===== src/rtl/t35_gpio_checker_capture.sv =====
// Per-bank input capture: one register, or a two-flop synchronizer when
// T35_GPIO_CHK_SYNC_EN is defined (for cables from an asynchronous source).
module t35_gpio_chk_capture #(
  parameter int W = 8
) (
  input  logic         i_clk,
  input  logic         i_rst_n,
  input  logic [W-1:0] i_d,
  output logic [W-1:0] o_q
);
`ifdef T35_GPIO_CHK_SYNC_EN
  logic [W-1:0] r_meta;
  logic [W-1:0] r_sync;

  always_ff @(posedge i_clk) begin
    if (!i_rst_n) begin
      r_meta <= '0;
      r_sync <= '0;
    end else begin
      r_meta <= i_d;
      r_sync <= r_meta;
    end
  end

  assign o_q = r_sync;
`else
  logic [W-1:0] r_cap;

  always_ff @(posedge i_clk) begin
    if (!i_rst_n) r_cap <= '0;
    else          r_cap <= i_d;
  end

  assign o_q = r_cap;
`endif
endmodule


===== config.mk =====
export PLATFORM = sky130hd
export DESIGN_NAME = t35_gpio_chk_capture
export DESIGN_NICKNAME = d
export VERILOG_FILES = /design/src/rtl/t35_gpio_checker_capture.sv
export SDC_FILE = /design/constraint.sdc
export NUM_CORES = 1
export LEC_CHECK = 0
export CORE_AREA = 8 8 45 47
export CTS_CLUSTER_DIAMETER = 100
export DETAILED_ROUTE_END_ITERATION = 8
export DIE_AREA = 0 0 53 55
export PLACE_DENSITY_LB_ADDON = 0.1
export SLEW_MARGIN = 40
export SYNTH_ARGS = -nofsm -noshare
export SYNTH_HDL_FRONTEND = slang
export SYNTH_SLANG_ARGS = --single-unit

===== constraint.sdc =====
create_clock -name i_clk -period 0.8 [get_ports i_clk]
set_input_delay 0.12 -clock i_clk [delete_from_list [all_inputs] [get_ports i_clk]]
set_output_delay 0.12 -clock i_clk [all_outputs]
set_load 0.1 [all_outputs]

Word-level counts from Yosys, hierarchy flattened --
Index checks and enable logic that the tools add are counted.
Storage, ports and cells: register bits 8, bits of input ports 10, output and inout bits 8, logic and storage cells 1

Depth between registers and ports, before layout --
depth in word-level cells 0, depth in mapped cells 1, depth with buffers taken out 1

Least setup slack after synthesis --
OpenSTA, ideal clock, no wires.
path type register -> output, start register r_cap[0], in the netlist o_q[0], end output o_q[0], arrival 0.909 ns, required time 0.680 ns, setup slack -0.229 ns, cell stages (with the launch flop) 1, path buffers 0, cell sequence dfxtp_1
RTL lines:
- start, declared | RTL line 27 | logic [W-1:0] r_cap;
- start signal, assigned | RTL line 31 | else r_cap <= i_d;
- end, declared | RTL line 9 | output logic [W-1:0] o_q
No word-level cell between the ends.

Worst setup path in the final report --
start register r_cap[4], in the netlist o_q[4], end output o_q[4]
No word-level cell between the ends.

==> impl_results.md <==
* Result of the run: complete, but fails checks
* Failing checks: setup timing
* Transition time at the pin with the least slew margin at about 0.22 ns
* Number of hold violations in the final report at 0
* Sequential area share after synthesis at 0.762
* Reported leakage power at around 0.21 nW
* Synth Instances at 16
* Starting DRT DRC Count at 0
* Final Instance Area at 513 µm²
* Nets in the synthesized netlist at 26
* Avg Cell Area, Syn at 13.1 µm²
* Area share of the largest cell type after synthesis at 0.762
* Highest clock rate at 1.14 GHz
* Max-capacitance violation count at 0
* Data arrival time of the critical path at 0.76 ns
* Count of synthesis-stage warnings from yosys at 0
* Hold Buf Count CTS at 0
* Clk sinks at 8
* IR Drop Worst-Case VDD at around 670 µV
* DRC Markers at 0
* Antenna violations before repair at 0
* CTS clk-pin slew, worst paths at ~0.05 ns
* Smallest setup slack after layout at -0.0787 ns
* Diodes inserted at 0
* Netlist area before placement at 210 µm²
* H-tree level count at 1
* Crit path max fanout at 1
* Via count at 176
* Final routed wire length divided by cell count at 10.3 µm
* Cell type with the largest total area after synthesis: dfxtp_1
* Power Density at just over 2000 nW/µm²
* Number of buffer cells added on primary ports at 17
* Final clock period utilization by the worst path at 1.10
* CTS tree: built
* Root Buffer Master: clkbuf_4
* Multi-input gate area in the final layout at 50.0 µm²
* Boundary pin count at 18
* Die outline area at 2920 µm²
* Y dimension of the die at 55 µm
* Unrepaired setup endpoints after global routing: yes
* CP max-delay cell: dfxtp_2
* Setup Crit Path Kind: register to output port
* Count of instances resized after the clock tree is built at 0
* Register bit total from synthesis at 8
* Post-CTS setup repair buffer count at 0
* Area post-placement at between 400 and 500 µm²
* Post-detailed-route count of antenna-violating nets at 0
* Clock Tree Buf Depth at 2
* CP Data Required Time at 0.68 ns
* Setup-failing EPs final at 8
* Total CTS buffers at 3
* Die X at 53 µm
* Worst path max stage delay at ~0.34 ns
* Area inside the core boundary at 1380 µm²
* Pin count of the biggest net entering global routing at 9
* Number of global-route vias before repair at 182
* Cell variety after synth at 2
* GPL Wtd Cong at 0.513
* Cells along the critical path: buf_12
* FF+latch area at 170 µm²
* Post-Route WL at 535 µm
* Pre-Repair DR Iteration Count at 1
* Vias per std cell at 3.38
* Element type at the critical path start: register
* Proportion of layout cells with a drive suffix above 1 at 0.528
* Top post-synthesis cells by area: dfxtp_1 76%, and2_1 24%
* Area growth syn-to-layout at 144%
* Minimum clock period at approximately 0.88 ns
* Grt ovf at 0
* Crit path buffers/inverters at 1
* Crit. End Element: output port
* Final nets at 48
* Global-route wire length before repair at 669 µm
* Core Rows at 14
* Final max-slew violation count at 0
* Combined global-route utilization of all metal layers at 0.0372
* Kind of path behind the tightest hold check: primary input to register
* Worst slew margin relative to its limit at 0.854
* Final total power at 1.05 mW
* Initial core utilization at 0.152
* Fill count at about 140
* Number of flip-flops in the largest register at 8
* Family of cells with the greatest summed delay on the critical path: flip-flops
-- final timing paths --
kind	start	endpoint	slack, ns	cells after the start
max	o_q[4]	o_q[4]	-0.08	1
min	i_d[6]	o_q[6]	0.42	2
-- per-stage QoR --
step	utilization	setup slack, ns	hold slack [ns]	instances	setup TNS [ns]
2_1_floorplan	-	0.0542	0.242	16	0
3_3_place_gp	0.354	-0.163	0.585	49	-1.16
3_5_place_dp	0.354	-0.175	0.584	49	-1.27
4_1_cts	0.371	-0.0963	0.415	52	-0.703
6_report	0.371	-0.0787	0.424	52	-0.588
5_1_grt	0.371	-0.105	0.423	52	-0.770
-- synthesized netlist by cell type, drive strengths merged --
| master | instances |
|---|---|
| and2 | 8 |
| dfxtp | 8 |
-- layer usage --
metal  wire (µm)  global-route usage
met3          66              0.0267
met5           0                   0
met2         290              0.0605
met4           0              0.0517
met1         178              0.0229
-- cell usage in the layout (no fill, tap or decap) --
cell	netlist	layout
clkdlybuf4s50_1	0	9
and2_1	8	8
clkbuf_4	0	3
dfxtp_2	0	8
buf_12	0	8
-- layout make-up --
cell class | instances | share of cell area
repair buffers | 17 | 0.488
clock buffers | 3 | 0.0439
multi-input cells | 8 | 0.0976
flip-flops and latches | 8 | 0.332
well taps | 16 | 0.0390
-- where the power goes --
| part | switching (mW) | internal (mW) | total (mW) | leakage [nW] |
|---|---|---|---|---|
| sequential | 0.0168 | 0.425 | 0.442 | 0.0688 |
| clock | 0.132 | 0.171 | 0.303 | 0.0138 |
| combinational | 0.176 | 0.128 | 0.303 | 0.127 |
| total | 0.324 | 0.724 | 1.05 | 0.209 |
-- kinds of logic after synthesis --
group	count (synthesis)	share of synthesized area
AND/OR/NAND/NOR	8	0.238
flip-flops	8	0.762
Note: power is estimated with default switching activity, not from simulation.
==> RTL edit 1: new RTL, same settings <==
Build with the macro `T35_GPIO_CHK_SYNC_EN` defined.
--- a/src/rtl/t35_gpio_checker_capture.sv
+++ b/src/rtl/t35_gpio_checker_capture.sv
@@ -2,2 +2,4 @@
 // T35_GPIO_CHK_SYNC_EN is defined (for cables from an asynchronous source).
+`define T35_GPIO_CHK_SYNC_EN
+
 module t35_gpio_chk_capture #(
Behaviour: not the same (a bounded check fails within 4 cycles, from zero or initial values and one cycle with i_rst_n low).
==> RTL edit 1 against the unedited design <==
  * Routed wire length grew 51%
  * Synthesized cell count rose by 110%
  * Die area is the same
  * Area after synthesis up 110%
  * Largest power group unchanged
  * The run still ends with negative setup slack left
  * Sequential cell count is 8 higher
  * Combinational power shrank 11%
  * Power is 44% higher
  * Setup slack worse by 28 ps
  * Cell area increased by 47%
==> RTL edit 1: results (changes against the unedited design) <==
[timing]
finalSetupTns_ps=-834  ; was -588 ps
slew_headroom_pct=94.5  ; was 85.4%
setup-violations-final=8  ; unchanged
finalClockSkew_ps=0.432
timing.final.ws_setup_ps=-107  ; was -78.7 ps

[setup_path]
critPathMaxStageDelay_ps=350
cpMaxStageDelayCell=dfxtp_2  ; unchanged
cp_max_fo=1  ; unchanged

[placed_design]
gp_congestion=0.611  ; was 0.513
io_buffers=17  ; unchanged
place_ws_ps=-197  ; was -175 ps

[pwr]
seqPwrFrac_pct=56.5  ; was 42.2%
switching_share_pct=24.7  ; was 30.9%
power_uw=1510  ; was 1050 uW
peakVddDrop_uv=1090  ; was 669 uV
p_leak_uw=0.000315  ; was 0.000209 uW
p_comb_share_pct=17.9  ; was 28.9%

[cells_and_area]
antenna_cells=0  ; unchanged
layout-drive-gt1-share_pct=61.1  ; was 52.8%
nets=66  ; was 48

[global_route]
track_usage_pct=6.21  ; was 3.72%
grt_max_degree=11  ; was 9
grt_pass1_vias=311  ; was 182
grtUsageMet3_pct=3.74  ; was 2.67%
grt_antenna_before_repair=0  ; unchanged
grt_first_pass_wirelength_um=1280  ; was 669 um
gr-usage-met1_pct=5.25  ; was 2.29%
met2_usage_pct=10.9  ; was 6.05%

[synth]
yosys-top-cells-count=16 x dfxtp_1, 12 x and2_2, 4 x and2_1, 1 x buf_6  ; was 8 x and2_1, 8 x dfxtp_1
async_flop_share_pct=0  ; unchanged
synthTopCellsByArea=dfxtp_1 72%, and2_2 20%, and2_1 5.6%  ; was dfxtp_1 76%, and2_1 24%
seq_area_frac_synth_pct=71.7  ; was 76.2%
synth_fp_nets=43  ; was 26
synth_cell_type_count=4  ; was 2

[clocking]
numCtsBuffers=3  ; unchanged
clock_path_buffers=2  ; unchanged
cts_resized=0  ; unchanged
clock-root-buffer=clkbuf_4  ; unchanged
worstSkewPairLatency_ps=260
cts_setup_buffers=0  ; unchanged
clk_pin_slew_ps=80  ; was 50 ps

[status]
failed_checks=negative setup slack  ; unchanged
status=complete, but fails checks  ; unchanged

[hold_path]
hp-class=in2reg  ; unchanged

[drt]
dr_wl_met3_um=83  ; was 66 um
drt-met1-wl_um=275  ; was 178 um
wl_um=809  ; was 535 um
drtPass1Iterations=1  ; unchanged
num_vias=286  ; was 176
top_layer=met4  ; was met3
wl_met2_um=442  ; was 290 um

## RTL edit 1: cell type report
| cell class | count | area, um2 |
|---|---|---|
| Timing Repair Buffer | 19 | 265 |
| Multi-Input combinational cell | 16 | 115 |
| Fill cell | 127 | 631 |
| Clock buffer | 3 | 22.5 |
| Tap cell | 16 | 20.0 |
| Sequential cell | 16 | 330 |
## RTL edit 1: through the flow
step	cell area, um2	instances
5_1_grt	753	70
6_report	753	70
3_5_place_dp	731	67
4_1_cts	753	70
2_1_floorplan	457	33
3_3_place_gp	731	67
## RTL edit 1: worst paths after layout
path              from   endpoint  slack (ps)  cells past startpoint
max             o_q[1]     o_q[1]        -110                      1
min             i_d[3]  r_meta[3]         430                      2
max reg2reg  r_meta[6]     o_q[6]         210                      1
min reg2reg  r_meta[4]     o_q[4]         450                      1
## RTL edit 1: cells by family (layout without fill, tap and decap cells)
kind of cell           count (synthesis)  in the layout  synth area share [%]
DFF                                   16             16                  71.7
and+or+nand+nor                       16             16                  25.8
buffers and inverters                  1             22                  2.52
==> RTL edit 2: new RTL, same flow settings <==
Without the edit above. Register the output `o_q` once more; this adds one clock of latency there.
--- a/src/rtl/t35_gpio_checker_capture.sv
+++ b/src/rtl/t35_gpio_checker_capture.sv
@@ -33,3 +33,5 @@
 
-  assign o_q = r_cap;
+  always_ff @(posedge i_clk) begin
+    o_q <= r_cap;
+  end
 `endif
Function: changed (Yosys sat finds a counterexample within 4 cycles, from zero or initial values and one cycle with i_rst_n low).
==> RTL edit 2 against the unedited design <==
  * The run still ends with negative setup slack left
  * Combinational power is essentially flat
  * Utilization grew 13 points
  * Power grew 59%
  * Setup slack lost 37 ps
  * Cell area grew 34%
  * Area after synthesis grew 76%
  * Critical endpoint is now o_q[1]
  * Critical path type unchanged
  * Sequential cell count grew 8
  * First-iteration DRC count is the same
  * Final cell count grew 17%
  * Routed wire length grew 19%
==> RTL edit 2: results (changes against the unedited design) <==
[status]
status=complete, but fails checks  ; unchanged
failed_checks=negative setup slack  ; unchanged

[global_route]
grt_first_pass_wirelength_um=917  ; was 669 um
grt_pass1_vias=235  ; was 182
grt_max_degree=10  ; was 9
grt_antenna_before_repair=0  ; unchanged
track_usage_pct=4.62  ; was 3.72%

[drt]
wl_um=637  ; was 535 um
drtIter0Drc=0  ; unchanged
drtPass1Iterations=1  ; unchanged
num_vias=218  ; was 176

[pwr]
p_leak_uw=0.000283  ; was 0.000209 uW
power_uw=1670  ; was 1050 uW
power.switching_uw=423  ; was 324 uW
clock_net_power_uw=503  ; was 303 uW
peakVddDrop_uv=1210  ; was 669 uV
seq-power_uw=864  ; was 442 uW

[placed_design]
place_ws_ps=-169  ; was -175 ps
dpl_cell_area_um2=651  ; was 490 um2
dpl.cell_count=57  ; was 49
gp_congestion=0.592  ; was 0.513
io_buffers=17  ; unchanged

[timing]
timing.final.ws_setup_ps=-115  ; was -78.7 ps
finalSetupTns_ps=-878  ; was -588 ps
slew_headroom_pct=86.4  ; was 85.4%
setup-violations-final=8  ; unchanged

[clocking]
clk_pin_slew_ps=90  ; was 50 ps
numCtsBuffers=3  ; unchanged
clock-root-buffer=clkbuf_4  ; unchanged
cts_resized=0  ; unchanged
clock_path_buffers=2  ; unchanged

[setup_path]
path_delay_family=flip-flops  ; unchanged
cpMaxStageDelayCell=dfxtp_2  ; unchanged
critPathMaxStageDelay_ps=350
cp.arrival_ps=800  ; was 760 ps
cp_max_fo=1  ; unchanged

[hold_path]
hp-class=reg2reg  ; was in2reg

[synth]
seq_area_frac_synth_pct=86.5  ; was 76.2%
synth_fp_nets=34  ; was 26
synth_cells=24  ; was 16
synthTopCellsByArea=dfxtp_1 86%, and2_1 14%  ; was dfxtp_1 76%, and2_1 24%
yosys-top-cells-count=16 x dfxtp_1, 8 x and2_1  ; was 8 x and2_1, 8 x dfxtp_1

[cells_and_area]
antenna_cells=0  ; unchanged
nets=56  ; was 48
layout-drive-gt1-share_pct=44.4  ; was 52.8%
layoutNonFillerInstCount=61  ; was 52

RTL edit 2: cell count changes after synthesis:
cell     before  now
dfxtp_1       8   16
RTL edit 2: per-layer routing:
layer  vias up  wire length [um]  global-route usage, %
li1        114                 -                      -
met1        94               231                   4.01
met2        10               338                   7.62
met3         0                67                   2.67
met4         0                 0                   3.88
met5         -                 0                      0
RTL edit 2: kinds of logic after synthesis:
family	share of synthesized area, %
AND/OR/NAND/NOR	13.5
flip-flops	86.5
RTL edit 2: cell type report:
class	instances	area, um2
fill	123	697
sequential	16	330
timing repair buffer	17	250
multi-input combinational	8	50.0
clock buffer	4	36.3
tap	16	20.0
RTL edit 2: worst paths after layout:
path | startpoint | endpoint | slack (ps) | depth (start not counted)
worst max register to register | r_cap[1] | o_q[1] | 400 | 0
worst min register to register | r_cap[4] | o_q[4] | 330 | 0
worst max-delay path | o_q[1] | o_q[1] | -120 | 1
worst min-delay path | r_cap[4] | o_q[4] | 330 | 0
